[src/rtl/status_flags_pkg.sv]
// -----------------------------------------------------------------------------
// status_flags_pkg
// Shared definitions for the 6502 status register / interrupt arbiter:
//   - FLAG_* : bit positions of the flags inside P (N V 1 B D I Z C)
//   - flag_cmd_t  : explicit set/clear flag instructions
//   - br_cond_t   : conditional branch opcodes in 6502 opcode order
//   - int_state_t : interrupt entry sequencer states
//   - fix_p()     : forces the two non-storage bits of P (bit5=1, bit4=0)
// -----------------------------------------------------------------------------
package status_flags_pkg;

    localparam int FLAG_C = 0;
    localparam int FLAG_Z = 1;
    localparam int FLAG_I = 2;
    localparam int FLAG_D = 3;
    localparam int FLAG_B = 4;
    localparam int FLAG_U = 5;
    localparam int FLAG_V = 6;
    localparam int FLAG_N = 7;

    typedef enum logic [2:0] {
        CMD_NONE, CMD_SEC, CMD_CLC, CMD_SEI, CMD_CLI, CMD_SED, CMD_CLD, CMD_CLV
    } flag_cmd_t;

    typedef enum logic [2:0] {
        BR_BPL, BR_BMI, BR_BVC, BR_BVS, BR_BCC, BR_BCS, BR_BNE, BR_BEQ
    } br_cond_t;

    typedef enum logic [1:0] {
        INT_IDLE, INT_PEND, INT_SERVICE
    } int_state_t;

    // B and bit5 have no storage in the real register: bit5 reads as 1 and
    // B only exists in the pushed copy, so the stored value keeps it at 0.
    function automatic logic [7:0] fix_p(input logic [7:0] p);
        logic [7:0] r;
        r         = p;
        r[FLAG_U] = 1'b1;
        r[FLAG_B] = 1'b0;
        return r;
    endfunction

endpackage

[src/rtl/status_flags_if.sv]
// -----------------------------------------------------------------------------
// status_flags_if
// Bundle between the control unit / ALU (master) and status_flags (slave).
//   ALU side     : alu_cout, alu_overflow, alu_zero, alu_negative -> ; <- alu_cin
//   flag control : flag_upd, flag_cmd, bit_op, operand, p_load, p_load_data
//   branch       : br_cond -> ; <- branch_taken
//   stack        : push_brk -> ; <- p_out, p_push
//   interrupts   : int_ack, int_done -> ; <- int_pending, int_is_nmi
// -----------------------------------------------------------------------------
interface status_flags_if;
    import status_flags_pkg::*;

    logic       alu_cout;
    logic       alu_overflow;
    logic       alu_zero;
    logic       alu_negative;
    logic [3:0] flag_upd;       // {N,V,Z,C} write enables
    flag_cmd_t  flag_cmd;
    logic       bit_op;
    logic [7:0] operand;
    logic       p_load;
    logic [7:0] p_load_data;
    br_cond_t   br_cond;
    logic       branch_taken;
    logic       alu_cin;
    logic [7:0] p_out;
    logic       push_brk;
    logic [7:0] p_push;
    logic       int_pending;
    logic       int_is_nmi;
    logic       int_ack;
    logic       int_done;

    modport master (
        output alu_cout, alu_overflow, alu_zero, alu_negative, flag_upd, flag_cmd,
               bit_op, operand, p_load, p_load_data, br_cond, push_brk, int_ack, int_done,
        input  branch_taken, alu_cin, p_out, p_push, int_pending, int_is_nmi
    );

    modport slave (
        input  alu_cout, alu_overflow, alu_zero, alu_negative, flag_upd, flag_cmd,
               bit_op, operand, p_load, p_load_data, br_cond, push_brk, int_ack, int_done,
        output branch_taken, alu_cin, p_out, p_push, int_pending, int_is_nmi
    );

endinterface

[src/rtl/status_flags_int_sync_edge.sv]
// -----------------------------------------------------------------------------
// int_sync_edge
// Synchroniser for an asynchronous active-low interrupt pin, followed either
// by a falling-edge detector (EDGE=1, req is a one-cycle pulse) or by a plain
// level output (EDGE=0, req = synchronised pin is low).
//   clk    in  clock
//   rst_n  in  synchronous active-low reset (flops reset to the idle level 1)
//   pin_n  in  asynchronous active-low pin
//   req    out request (edge pulse or level, see EDGE)
// STAGES: number of synchroniser flops, 1..3.
// -----------------------------------------------------------------------------
module int_sync_edge #(
    parameter int STAGES = 2,
    parameter bit EDGE   = 1'b1
) (
    input  logic clk,
    input  logic rst_n,
    input  logic pin_n,
    output logic req
);

    logic [STAGES-1:0] sync_q;

    // NOTE: flops use non-blocking assignments so every stage samples the
    // value its predecessor held before this edge, giving a true shift chain.
    always_ff @(posedge clk) begin
        if (!rst_n) begin
            sync_q <= '1;
        end else begin
            sync_q[0] <= pin_n;
            for (int i = 1; i < STAGES; i++) begin
                sync_q[i] <= sync_q[i-1];
            end
        end
    end

    generate
        if (EDGE) begin : g_edge
            logic prev_q;
            always_ff @(posedge clk) begin
                if (!rst_n) prev_q <= 1'b1;
                else        prev_q <= sync_q[STAGES-1];
            end
            assign req = prev_q & ~sync_q[STAGES-1];
        end else begin : g_level
            assign req = ~sync_q[STAGES-1];
        end
    endgenerate

endmodule

[src/rtl/status_flags.sv]
// -----------------------------------------------------------------------------
// status_flags
// 6502 processor status register P (N V 1 B D I Z C) plus IRQ/NMI arbiter.
//   clk    in  clock, all state on rising edge
//   rst_n  in  synchronous active-low reset
//   nmi_n  in  asynchronous NMI pin, falling-edge triggered
//   irq_n  in  asynchronous IRQ pin, level, active low
//   bus    status_flags_if.slave: ALU flags, flag control, branch, stack
//          image and interrupt handshake (see status_flags_if)
// Build option: STATUS_CMOS_EN - when defined, interrupt/BRK entry (int_ack)
// also clears D as on the 65C02; otherwise D is left untouched (NMOS).
// -----------------------------------------------------------------------------
module status_flags
    import status_flags_pkg::*;
#(
    parameter logic [7:0] RESET_P     = 8'h24,
    parameter int         SYNC_STAGES = 2
) (
    input  logic          clk,
    input  logic          rst_n,
    input  logic          nmi_n,
    input  logic          irq_n,
    status_flags_if.slave bus
);

    logic [7:0] p_q, p_d;
    int_state_t state_q, state_d;
    logic       nmi_latch_q, nmi_latch_d;
    logic       is_nmi_q, is_nmi_d;     // vector choice frozen for SERVICE
    logic       nmi_fall, irq_level, irq_req, any_req;

    int_sync_edge #(.STAGES(SYNC_STAGES), .EDGE(1'b1)) u_nmi_sync (
        .clk(clk), .rst_n(rst_n), .pin_n(nmi_n), .req(nmi_fall)
    );

    int_sync_edge #(.STAGES(SYNC_STAGES), .EDGE(1'b0)) u_irq_sync (
        .clk(clk), .rst_n(rst_n), .pin_n(irq_n), .req(irq_level)
    );

    // IRQ is not latched: it only counts while the pin is low and I is clear.
    assign irq_req = irq_level & ~p_q[FLAG_I];
    assign any_req = nmi_latch_q | irq_req;

    // P next value: load > BIT > flag command > masked ALU update.
    // NOTE: every variable written here gets a default first so no path
    // leaves it unassigned, which would otherwise infer a latch.
    always_comb begin
        p_d = p_q;
        if (bus.p_load) begin
            p_d = bus.p_load_data;
        end else if (bus.bit_op) begin
            p_d = (p_q & 8'h3D) | (bus.operand & 8'hC0) | {6'b0, bus.alu_zero, 1'b0};
        end else if (bus.flag_cmd != CMD_NONE) begin
            case (bus.flag_cmd)
                CMD_SEC: p_d[FLAG_C] = 1'b1;
                CMD_CLC: p_d[FLAG_C] = 1'b0;
                CMD_SEI: p_d[FLAG_I] = 1'b1;
                CMD_CLI: p_d[FLAG_I] = 1'b0;
                CMD_SED: p_d[FLAG_D] = 1'b1;
                CMD_CLD: p_d[FLAG_D] = 1'b0;
                CMD_CLV: p_d[FLAG_V] = 1'b0;
                default: ;
            endcase
        end else begin
            if (bus.flag_upd[3]) p_d[FLAG_N] = bus.alu_negative;
            if (bus.flag_upd[2]) p_d[FLAG_V] = bus.alu_overflow;
            if (bus.flag_upd[1]) p_d[FLAG_Z] = bus.alu_zero;
            if (bus.flag_upd[0]) p_d[FLAG_C] = bus.alu_cout;
        end
        // Entry sequence masks further IRQs regardless of what else happens.
        if (bus.int_ack) begin
            p_d[FLAG_I] = 1'b1;
`ifdef STATUS_CMOS_EN
            p_d[FLAG_D] = 1'b0;
`endif
        end
        p_d = fix_p(p_d);
    end

    // Interrupt sequencer next state.
    always_comb begin
        state_d     = state_q;
        nmi_latch_d = nmi_latch_q;
        is_nmi_d    = is_nmi_q;
        unique case (state_q)
            INT_IDLE: begin
                if (any_req) state_d = INT_PEND;
            end
            INT_PEND: begin
                // An acknowledge commits the control unit, so it wins over a
                // request withdrawn in the same cycle.
                if (bus.int_ack) begin
                    state_d     = INT_SERVICE;
                    is_nmi_d    = nmi_latch_q;
                    nmi_latch_d = 1'b0;
                end else if (!any_req) begin
                    state_d = INT_IDLE;
                end
            end
            INT_SERVICE: begin
                if (bus.int_done) state_d = INT_IDLE;
            end
            default: state_d = INT_IDLE;
        endcase
        // A fresh edge always survives, even in the acknowledging cycle.
        if (nmi_fall) nmi_latch_d = 1'b1;
    end

    always_ff @(posedge clk) begin
        if (!rst_n) begin
            p_q         <= RESET_P;
            state_q     <= INT_IDLE;
            nmi_latch_q <= 1'b0;
            is_nmi_q    <= 1'b0;
        end else begin
            p_q         <= p_d;
            state_q     <= state_d;
            nmi_latch_q <= nmi_latch_d;
            is_nmi_q    <= is_nmi_d;
        end
    end

    // Branch evaluation from the registered P.
    always_comb begin
        bus.branch_taken = 1'b0;
        case (bus.br_cond)
            BR_BPL: bus.branch_taken = ~p_q[FLAG_N];
            BR_BMI: bus.branch_taken =  p_q[FLAG_N];
            BR_BVC: bus.branch_taken = ~p_q[FLAG_V];
            BR_BVS: bus.branch_taken =  p_q[FLAG_V];
            BR_BCC: bus.branch_taken = ~p_q[FLAG_C];
            BR_BCS: bus.branch_taken =  p_q[FLAG_C];
            BR_BNE: bus.branch_taken = ~p_q[FLAG_Z];
            BR_BEQ: bus.branch_taken =  p_q[FLAG_Z];
            default: bus.branch_taken = 1'b0;
        endcase
    end

    assign bus.alu_cin     = p_q[FLAG_C];
    assign bus.p_out       = p_q;
    assign bus.p_push      = {p_q[7:6], 1'b1, bus.push_brk, p_q[3:0]};
    assign bus.int_pending = (state_q == INT_PEND);
    // NMI has priority while pending; the choice is frozen once acknowledged.
    assign bus.int_is_nmi  = (state_q == INT_PEND)    ? nmi_latch_q :
                             (state_q == INT_SERVICE) ? is_nmi_q    : 1'b0;

endmodule

[src/flat_wrapper.sv]
// flat-port wrapper written by rule: the top's interface ports become plain ports
module status_flags_flat import status_flags_pkg::*;
#(
    parameter logic [7:0] RESET_P     = 8'h24,
    parameter int         SYNC_STAGES = 2
)
  (clk, rst_n, nmi_n, irq_n, bus_alu_cout, bus_alu_overflow, bus_alu_zero, bus_alu_negative, bus_flag_upd, bus_flag_cmd, bus_bit_op, bus_operand, bus_p_load, bus_p_load_data, bus_br_cond, bus_push_brk, bus_int_ack, bus_int_done, bus_branch_taken, bus_alu_cin, bus_p_out, bus_p_push, bus_int_pending, bus_int_is_nmi);
  status_flags_if bus_i ();
  input  logic clk;
  input  logic rst_n;
  input  logic nmi_n;
  input  logic irq_n;
  input wire logic [$bits(bus_i.alu_cout)-1:0] bus_alu_cout;
  input wire logic [$bits(bus_i.alu_overflow)-1:0] bus_alu_overflow;
  input wire logic [$bits(bus_i.alu_zero)-1:0] bus_alu_zero;
  input wire logic [$bits(bus_i.alu_negative)-1:0] bus_alu_negative;
  input wire logic [$bits(bus_i.flag_upd)-1:0] bus_flag_upd;
  input wire logic [$bits(bus_i.flag_cmd)-1:0] bus_flag_cmd;
  input wire logic [$bits(bus_i.bit_op)-1:0] bus_bit_op;
  input wire logic [$bits(bus_i.operand)-1:0] bus_operand;
  input wire logic [$bits(bus_i.p_load)-1:0] bus_p_load;
  input wire logic [$bits(bus_i.p_load_data)-1:0] bus_p_load_data;
  input wire logic [$bits(bus_i.br_cond)-1:0] bus_br_cond;
  input wire logic [$bits(bus_i.push_brk)-1:0] bus_push_brk;
  input wire logic [$bits(bus_i.int_ack)-1:0] bus_int_ack;
  input wire logic [$bits(bus_i.int_done)-1:0] bus_int_done;
  output wire logic [$bits(bus_i.branch_taken)-1:0] bus_branch_taken;
  output wire logic [$bits(bus_i.alu_cin)-1:0] bus_alu_cin;
  output wire logic [$bits(bus_i.p_out)-1:0] bus_p_out;
  output wire logic [$bits(bus_i.p_push)-1:0] bus_p_push;
  output wire logic [$bits(bus_i.int_pending)-1:0] bus_int_pending;
  output wire logic [$bits(bus_i.int_is_nmi)-1:0] bus_int_is_nmi;
  assign bus_i.alu_cout = bus_alu_cout;
  assign bus_i.alu_overflow = bus_alu_overflow;
  assign bus_i.alu_zero = bus_alu_zero;
  assign bus_i.alu_negative = bus_alu_negative;
  assign bus_i.flag_upd = bus_flag_upd;
  assign bus_i.flag_cmd = bus_flag_cmd;
  assign bus_i.bit_op = bus_bit_op;
  assign bus_i.operand = bus_operand;
  assign bus_i.p_load = bus_p_load;
  assign bus_i.p_load_data = bus_p_load_data;
  assign bus_i.br_cond = bus_br_cond;
  assign bus_i.push_brk = bus_push_brk;
  assign bus_i.int_ack = bus_int_ack;
  assign bus_i.int_done = bus_int_done;
  assign bus_branch_taken = bus_i.branch_taken;
  assign bus_alu_cin = bus_i.alu_cin;
  assign bus_p_out = bus_i.p_out;
  assign bus_p_push = bus_i.p_push;
  assign bus_int_pending = bus_i.int_pending;
  assign bus_int_is_nmi = bus_i.int_is_nmi;
  status_flags #(.RESET_P(RESET_P), .SYNC_STAGES(SYNC_STAGES)) u_core (.clk(clk), .rst_n(rst_n), .nmi_n(nmi_n), .irq_n(irq_n), .bus(bus_i));
endmodule
[config.mk]
export PLATFORM = sky130hd
export DESIGN_NAME = status_flags_flat
export DESIGN_NICKNAME = d
export VERILOG_FILES = /design/src/rtl/status_flags_pkg.sv /design/src/rtl/status_flags_if.sv /design/src/rtl/status_flags_int_sync_edge.sv /design/src/rtl/status_flags.sv /design/src/flat_wrapper.sv
export SDC_FILE = /design/constraint.sdc
export NUM_CORES = 1
export LEC_CHECK = 0
export BUFFER_PORTS_ARGS = -buffer_cell sky130_fd_sc_hd__buf_2
export CAP_MARGIN = 5
export CELL_PAD_IN_SITES_DETAIL_PLACEMENT = 2
export CELL_PAD_IN_SITES_GLOBAL_PLACEMENT = 2
export CORE_ASPECT_RATIO = 1.2
export CORE_MARGIN = 5
export CORE_UTILIZATION = 23
export DETAILED_ROUTE_END_ITERATION = 10
export PLACE_DENSITY_LB_ADDON = 0.1
export SLEW_MARGIN = 0
export SYNTH_ARGS = -nofsm -noshare
export SYNTH_HDL_FRONTEND = slang
export SYNTH_SLANG_ARGS = --single-unit
[constraint.sdc]
create_clock -name clk -period 3.8 [get_ports clk]
set_clock_uncertainty 0.1 [all_clocks]
set_input_delay 1.14 -clock clk [delete_from_list [all_inputs] [get_ports clk]]
set_output_delay 1.14 -clock clk [all_outputs]
set_load 0.03 [all_outputs]
* After elaboration in Yosys (flattened, before gate mapping)
Index checks and enable logic that the tools add are counted.
** Word-level totals
- Register bits :: 17
- Input port bits :: 39
** Cells by class
- Eq/ne operators :: 22
- Muxes and demuxes :: 28
- Bitwise logic cells :: 13
- Reductions and logical operators :: 22
** Operator list (count)
- $eq A3 B3 Y1 const B :: 8
- $reduce_and A2 Y1 :: 8
- $reduce_bool A4 Y1 :: 4
- $mux W1 :: 14
- $mux W2 :: 7
- $eq A3 B2 Y1 const B :: 4
- $reduce_bool A3 Y1 :: 4
- $mux W8 :: 1
- $not A1 Y1 :: 8
- $or A6 B8 Y8 :: 1
- $or A8 B2 Y8 :: 1
- $pmux W1 S8 :: 1
- $eq A3 B1 Y1 const B :: 2
- $ne A3 B3 Y1 const B :: 2
- $pmux W1 S2 :: 3
- $pmux W2 S3 :: 1
- $ne A5 B5 Y1 const B :: 1
- $mux W4 :: 1
- $ne A4 B4 Y1 const B :: 1
- $reduce_bool A2 Y1 :: 2
- $logic_not A3 Y1 :: 1
- $reduce_and A3 Y1 :: 1
- $and A1 B1 Y1 :: 2
- $eq A2 B1 Y1 const B :: 1
- 6 further kinds :: 6

* Depth between registers and ports, before layout
Gate-level depths: netlist of the first run.
- Depth after elaboration :: 6
- Mapped depth :: 4
- Mapped depth without buffers :: 3

* Hierarchy
Synthesis of the first run repeated with hierarchy kept, for this count alone.
** Unflattened totals
- Cell total of the unflattened synthesis :: 102
- Area, all modules :: 880.8 µm²
** By module, submodules not included
- status_flags :: instances 1, cells an instance 90, area an instance 739.5 µm², seq. area each 200.2 µm²
- int_sync_edge at u_core.u_nmi_sync :: instances 1, cells an instance 7, area an instance 85.1 µm², seq. area each 60.1 µm²
- int_sync_edge at u_core.u_irq_sync :: instances 1, cells an instance 5, area an instance 56.3 µm², seq. area each 40.0 µm²

* Worst setup path after synthesis of the first run
OpenSTA, ideal clock, no wires.
- Path type :: input port to output port
- Start point :: input port bus_br_cond[2]
- End point :: output port bus_branch_taken
- Data arrival time :: 2.165 ns
- Data required time :: 2.560 ns
- Path slack :: 0.395 ns
- Stages on the path :: 2
- Path buffers :: 0
- Path through :: mux4_2 -> xnor2_1
** Between the ends
- Longest elaborated chain between the ends :: 2
** Ends and longest elaborated chain
- start: declaration :: line flat_wrapper.sv:23 : input wire logic [$bits(bus_i.br_cond)-1:0] bus_br_cond;
- $eq A3 B3 Y1 (tied with other cells) :: line status_flags.sv:126 : case (bus.br_cond)
- $pmux W1 S8 * :: line status_flags.sv:126
- end: declaration :: line flat_wrapper.sv:27 : output wire logic [$bits(bus_i.branch_taken)-1:0] bus_branch_taken;
Mark *: on every way between the ends. The rest lies on a longest branch, timed or not.

* Final worst setup path of the first run
Ends and elaborated chain as after synthesis.

==> metrics.md, run 1 <==
| Metric | Value |
|---|---|
| Cts hold-fix bufs | 0 |
| First-pass GRT wire length | 4240 um |
| Clock Sinks | 15 |
| Fmax | between 300 and 400 MHz |
| # setup viols final | 0 |
| Root Driver | clkbuf_8 |
| Largest net degree at the start of global routing | 14 |
| Core Util, Final | between 20% and 30% |
| TritonCTS clock tree | done |
| Total CTS buffers | 3 |
| Fillers | 433 |
| Post-synth EDFFs | 0 |
| Largest delay share family, worst path | multiplexers |
| Total track usage | 10.9% |
| Static leakage | 0.496 nW |
| Grt total ovfl | 0 |
| Synth cell types | 35 |
| Die ar. | slightly above 0.005 mm^2 |
| Netlist Area Pre-Place | 862 um^2 |
| Synth Warn # | 0 |
| Vias in the first global route | 912 |
| DR vias | roughly 830 |
| Count of final hold-check violations | 0 |
| Layout Cells excl Fill | about 180 |
| Final net count | 170 |
| Async set-reset flop share out of synthesis | 0% |
| Yosys top cell area share | 34.8% |
| Num ports | between 50 and 60 |
| Unrepaired setup endpoints after global routing | no |
| Initial antenna violation count | 0 |
| Cell-internal power | around 280 uW |
| Clock power frac | between 30% and 40% |
| WP data required | ~2.6 ns |
| Max Cap Viol | 0 |
| Clk_lat worst skew | 0.24 ns |
| Die X | between 60 and 70 um |
| Die height | 77.1 um |
| P&R area growth vs syn | 26.3% |
| Avg Synthesized Cell Area | 8.89 um^2 |
| Worst-path cell chain | buf_2 > mux4_2 > xnor2_1 > buf_2 |
| Seq cells post-synth | 15 |
| Synth Instances | 97 |
| CP Data Arrival Time | slightly above 2 ns |
| TritonRoute pass-1 iters | 3 |
| Crit share post-route | 87.1% |
| Crit start category | input port |
| Initial core utilization | between 20% and 30% |
| Critical path peak fanout | 1 |
| CTS max path bufs | 2 |
| Post-synth top flop | dfxtp_1 |
| GP Congestion | 0.639 |
| H-tree depth | 1 |
| Core Box Area | 0.00363 mm^2 |
| Synth area leader | dfxtp_1 |
| CP Capture Type | primary output |
| Min Tclk post-route | 3.31 ns |
| Residual DRC | 0 |
| Post-CTS sizing | 0 |
| IO buf count | 45 |
| Crit Path Class | input port to primary output |
| Switch share | a little under a third |
| Sum of negative setup slack | 0 ns |
| Net switching power | 120 uW |
| Share of layout cells above drive strength 1 | about two fifths |
| Clock-pin slew on the worst setup and hold paths | roughly 0.060 ns |
| Largest cells by area after synthesis | dfxtp_1, buf_4, nand2b_1 |
| Reg power frac | about 44% |
| Post-placement cell count | roughly 180 |
| Buffers & Inverters on Critical Path | 2 |
| Worst stage delay on the critical path | just under 0.5 ns |
| Post-DRT Antenna Nets | 0 |
| Routed Wire Length | roughly 2600 um |
| Worst path most repeated cell | buf_2 |
| Sequential share of the synthesized area | 34.8% |
| HP Class | flop to flop |
| Combinational Power Share | around a quarter |
| Starting DRT DRC Count | 9 |
| Drt via density | between 4 and 5 |
| Area of the multi-input gates | between 400 and 500 um^2 |
| Final HPWL DP | 2090 um |
| Routed len/inst | approximately 14 um |
| Register area | 300 um^2 |
| Row count | 24 |
| Status | finished, final reports clean |
| Postcts setup bufs | 0 |
| CP max stage cell | mux4_2 |
| Ant. Diodes | 0 |
| Fin. max-slew vios | 0 |
| Power Density | approximately 360 mW/mm^2 |
| Max VDD drop | 0.0736 mV |
-- layer usage --
metal  up-vias  wire (um)  GRT usage, %
met1       408        946          11.0
met2        21       1490          20.0
met3         2        127          3.65
li1        401          -             -
met4         0         27          4.36
met5         -          0             0
-- per-stage QoR --
stage | worst slack, ns | power [mW] | area, um^2 | hold WS, ns
4_1_cts | 0.480 | 0.407 | 1090 | 0.316
6_report | 0.491 | 0.395 | 1090 | 0.311
2_1_floorplan | 0.395 | 0.249 | 866 | 0.286
3_5_place_dp | 0.489 | 0.273 | 1040 | 0.301
5_1_grt | 0.429 | 0.426 | 1090 | 0.327
3_3_place_gp | 0.499 | 0.271 | 1040 | 0.289
-- worst paths after layout --
check / from / to / slack, ns / cells past startpoint
max: bus_br_cond[2] / bus_branch_taken / 0.49 / 4
min: u_core.u_irq_sync.sync_q[0] / u_core.u_irq_sync.sync_q[1] / 0.31 / 1
max reg2reg: u_core.state_q[1] / u_core.state_q[1] / 2.65 / 2
min reg2reg: u_core.u_irq_sync.sync_q[0] / u_core.u_irq_sync.sync_q[1] / 0.31 / 1
-- synthesized netlist by cell type (all sizes together), types with 2 or more instances --
library cell / n
a21oi: 7
a221oi: 2
buf: 12
clkbuf: 5
conb: 2
dfxtp: 15
inv: 4
mux2i: 3
nand2: 2
nand2b: 5
nand3: 2
nand3b: 3
nor2: 6
nor2b: 3
nor4b: 3
o21ai: 4
o31ai: 2
or2: 2
-- power by group through the flow --
stage	registers [mW]	logic [mW]	clock network (mW)
floorplan	0.184	0.0657	0
global placement	0.176	0.0953	0
detailed placement	0.176	0.0969	0
CTS	0.173	0.0974	0.137
global route	0.174	0.104	0.148
finish	0.172	0.0953	0.127
-- worst reg2reg max path: stages (launching register included) --
cell and delay [ns]:
dfxtp_1 0.40, or3b_2 0.45, a21oi_1 0.13
-- area by class of cell --
| class | instances | area share, % |
|---|---|---|
| Inverter | 4 | 1.38 |
| Multi-Input combinational cell | 62 | 40.2 |
| Clock buffer | 4 | 4.14 |
| Sequential cell | 15 | 27.6 |
| Tap cell | 52 | 5.98 |
| Timing Repair Buffer | 45 | 20.7 |
-- cell usage in the layout (no fill, tap or decap), types with 2 or more instances in the layout --
cell type  count
nand2_1        2
nor2_1         6
nand2b_1       5
mux2i_1        3
conb_1         3
o31ai_1        2
nand3_1        2
nor4b_1        3
o21ai_0        4
or2_2          2
buf_2         45
inv_1          4
nand3b_1       3
nor2b_1        3
a21oi_1        6
dfxtp_1       15
clkbuf_8       3
a221oi_1       2
-- state kept, by name (all words and copies together), names as in the netlist --
| register | count |
|---|---|
| u_core.u_irq_sync.sync_q | 2 |
| u_core.state_q | 2 |
| u_core.u_nmi_sync.sync_q | 2 |
| u_core.nmi_latch_q | 1 |
| u_core.u_nmi_sync.g_edge.prev_q | 1 |
| u_core.is_nmi_q | 1 |
| u_core.bus.p_out | 6 |
-- kinds of logic after synthesis --
group	count (synthesis)	synth area share (%)
AOI/OAI and AO/OA	23	19.6
xor gates and xnor gates	1	1.02
buffers and inverters	21	14.8
DFF	15	34.8
muxes	4	6.10
other	2	0.871
and+or+nand+nor	31	22.8
Power figures use the tool's default switching activity.
==> run 2: changes to the inputs <==
- RECOVER_POWER: unset -> 50
==> run 2 against run 1 <==
Register-to-register slack is essentially flat; cell area fell by 0.46%; via count grew 0.84%; worst setup slack about the same; clock power barely moved; global-route usage unchanged; first-iteration DRC count down 11%; final cell count did not move; utilization fell by 0.14 points; worst hold slack about the same; die area is the same; sequential power barely moved; critical path type unchanged.
==> metrics.md, run 2 (same netlist as run 1, synthesis figures left out) <==
| Metric | Value |
|---|---|
| Worst Setup EP | bus_branch_taken (unchanged) |
| TritonRoute pass-1 iters | 4 (was 3) |
| Unrepaired setup endpoints after global routing | no (unchanged) |
| Tot Pwr | 395 uW (about the same) |
| Crit start category | input port (unchanged) |
| Routed len/inst | 14.3 um (was 14.2 um) |
| Residual DRC | 0 (unchanged) |
| Power Density | 365 mW/mm^2 (was 363 mW/mm^2) |
| Die ar. | 0.00508 mm^2 (unchanged) |
| Root Driver | clkbuf_8 (unchanged) |
| Met1 wire length | 963 um (was 946 um) |
| Core Box Area | 0.00363 mm^2 (unchanged) |
| Static leakage | 0.483 nW (was 0.496 nW) |
| H-tree depth | 1 (unchanged) |
| Die X | 65.9 um (unchanged) |
| Layout Cells excl Fill | 182 (unchanged) |
| Met3 WL post-DR | 124 um (was 127 um) |
| CTS max path bufs | 2 (unchanged) |
| Clk_lat worst skew | 0.24 ns (about the same) |
| WP data required | 2.56 ns (about the same) |
| Met2 wire len | 1480 um (was 1490 um) |
| TritonCTS clock tree | done (unchanged) |
| Total CTS buffers | 3 (unchanged) |
| Grt total ovfl | 0 (unchanged) |
| CP Data Arrival Time | 2.07 ns (about the same) |
| Core Util, Final | 29.8% (was 30.0%) |
| Worst R2R Path Depth | 2 (unchanged) |
| Count of final hold-check violations | 0 (unchanged) |
| HP Class | flop to flop (unchanged) |
| Post-CTS sizing | 0 (unchanged) |
| GP Congestion | 0.639 (unchanged) |
| Cts hold-fix bufs | 0 (unchanged) |
| Crit Path Class | input port to primary output (unchanged) |
| Max VDD drop | 0.0740 mV (was 0.0736 mV) |
| Ant. Diodes | 0 (unchanged) |
| CP Capture Type | primary output (unchanged) |
| Drt via density | 4.61 (was 4.57) |
| Critical path peak fanout | 1 (unchanged) |
| IO buf count | 45 (unchanged) |
| Max_slew headroom | about 65% |
| Max reg flops | 6 (unchanged) |
| Die height | 77.1 um (unchanged) |
| Fmax | 302 MHz (about the same) |
| Min Tclk post-route | 3.31 ns (about the same) |
| Worst-margin pin slew | around 0.53 ns |
| Largest net degree at the start of global routing | 14 (unchanged) |
| Sum of negative setup slack | 0 ns (unchanged) |
| Clock Sinks | 15 (unchanged) |
| Initial core utilization | 23.7% (unchanged) |
| Fillers | 435 (was 433) |
| Clock-pin slew on the worst setup and hold paths | 0.06 ns (about the same) |
| Crit share post-route | 87.1% (about the same) |
| Max Cap Viol | 0 (unchanged) |
| Pre-CTS WS | 0.489 ns (unchanged) |
| Most frequent cells in the layout | buf_2, dfxtp_1, nor2_1, a21oi_1 (was buf_2, dfxtp_1, nor2_1, a21oi_1, nand2b_1) |
| Row count | 24 (unchanged) |
| Status | finished, final reports clean (unchanged) |
| CP Launch Point | bus_br_cond[2] (unchanged) |
| Num ports | 59 (unchanged) |
| Vias in the first global route | 912 (unchanged) |
| Most common library cell in the layout ignoring fill and taps | buf_2 (unchanged) |
| P&R area growth vs syn | 25.7% (was 26.3%) |
| Initial antenna violation count | 0 (unchanged) |
| DR top layer | met4 (unchanged) |
| Reg-to-reg endpoint | u_core.state_q[1] (unchanged) |
| Fin. max-slew vios | 0 (unchanged) |
| Routed Wire Length | 2590 um (about the same) |
| DR vias | 839 (was 832) |
| # setup viols final | 0 (unchanged) |
| Worst r2r src | u_core.state_q[1] (unchanged) |
| Share of layout cells above drive strength 1 | 38.5% (was 41.5%) |
| Postcts setup bufs | 0 (unchanged) |
| Reg-to-reg setup timing slack | 2.65 ns (about the same) |
| Final HPWL DP | 2090 um (unchanged) |
| First-pass GRT wire length | 4240 um (unchanged) |
| Final net count | 170 (unchanged) |
| Total track usage | 10.9% (unchanged) |
| Post-DRT Antenna Nets | 0 (unchanged) |
| Starting DRT DRC Count | 8 (was 9) |
| Post-placement cell count | 178 (unchanged) |
| Final setup margin | 0.491 ns (about the same) |
run 2: cell count changes in the layout (fill, tap and decap cells not counted):
cell	delta
clkbuf_1	+4
buf_2	-4
run 2: worst min path at each step:
stage                             endpoint  slack [ns]  cells past startpoint                   startpoint
2_1_floorplan  u_core.u_irq_sync.sync_q[1]        0.29                      1  u_core.u_irq_sync.sync_q[0]
5_1_grt        u_core.u_nmi_sync.sync_q[1]        0.33                      1  u_core.u_nmi_sync.sync_q[0]
6_report       u_core.u_irq_sync.sync_q[1]        0.31                      1  u_core.u_irq_sync.sync_q[0]
3_5_place_dp   u_core.u_irq_sync.sync_q[1]        0.30                      1  u_core.u_irq_sync.sync_q[0]
4_1_cts        u_core.u_irq_sync.sync_q[1]        0.32                      1  u_core.u_irq_sync.sync_q[0]
3_3_place_gp   u_core.u_nmi_sync.sync_q[1]        0.29                      1  u_core.u_nmi_sync.sync_q[0]
run 2: layout make-up:
type | instances | area [um^2] | share of cell area [%]
Timing Repair Buffer | 45 | 220 | 20.3
Tap cell | 52 | 65.1 | 6.00
Clock buffer | 4 | 45.0 | 4.16
Inverter | 4 | 15.0 | 1.39
Multi-Input combinational cell | 62 | 438 | 40.4
Sequential cell | 15 | 300 | 27.7
run 2: per-layer routing:
| layer | vias to the layer above | GRT usage [%] |
|---|---|---|
| met5 | - | 0 |
| met4 | 0 | 4.36 |
| met3 | 2 | 3.65 |
| met2 | 23 | 20.0 |
| met1 | 413 | 11.0 |
| li1 | 401 | - |
run 2: metrics by stage:
step	instance area (um^2)	hold slack, ns
finish	1080	0.311
detailed placement	1040	0.301
global placement	1040	0.289
CTS	1090	0.316
global route	1080	0.327
floorplan	866	0.286
run 2: worst max-delay path: stages:
cell and delay (ns):
buf_2 0.09, mux4_2 0.49, xnor2_1 0.14, buf_2 0.21
run 2: power by group:
group	total, mW	internal, mW	switching, mW
clock	0.128	0.0741	0.0541
combinational	0.0946	0.0350	0.0596
sequential	0.172	0.166	0.00674
total	0.395	0.275	0.120
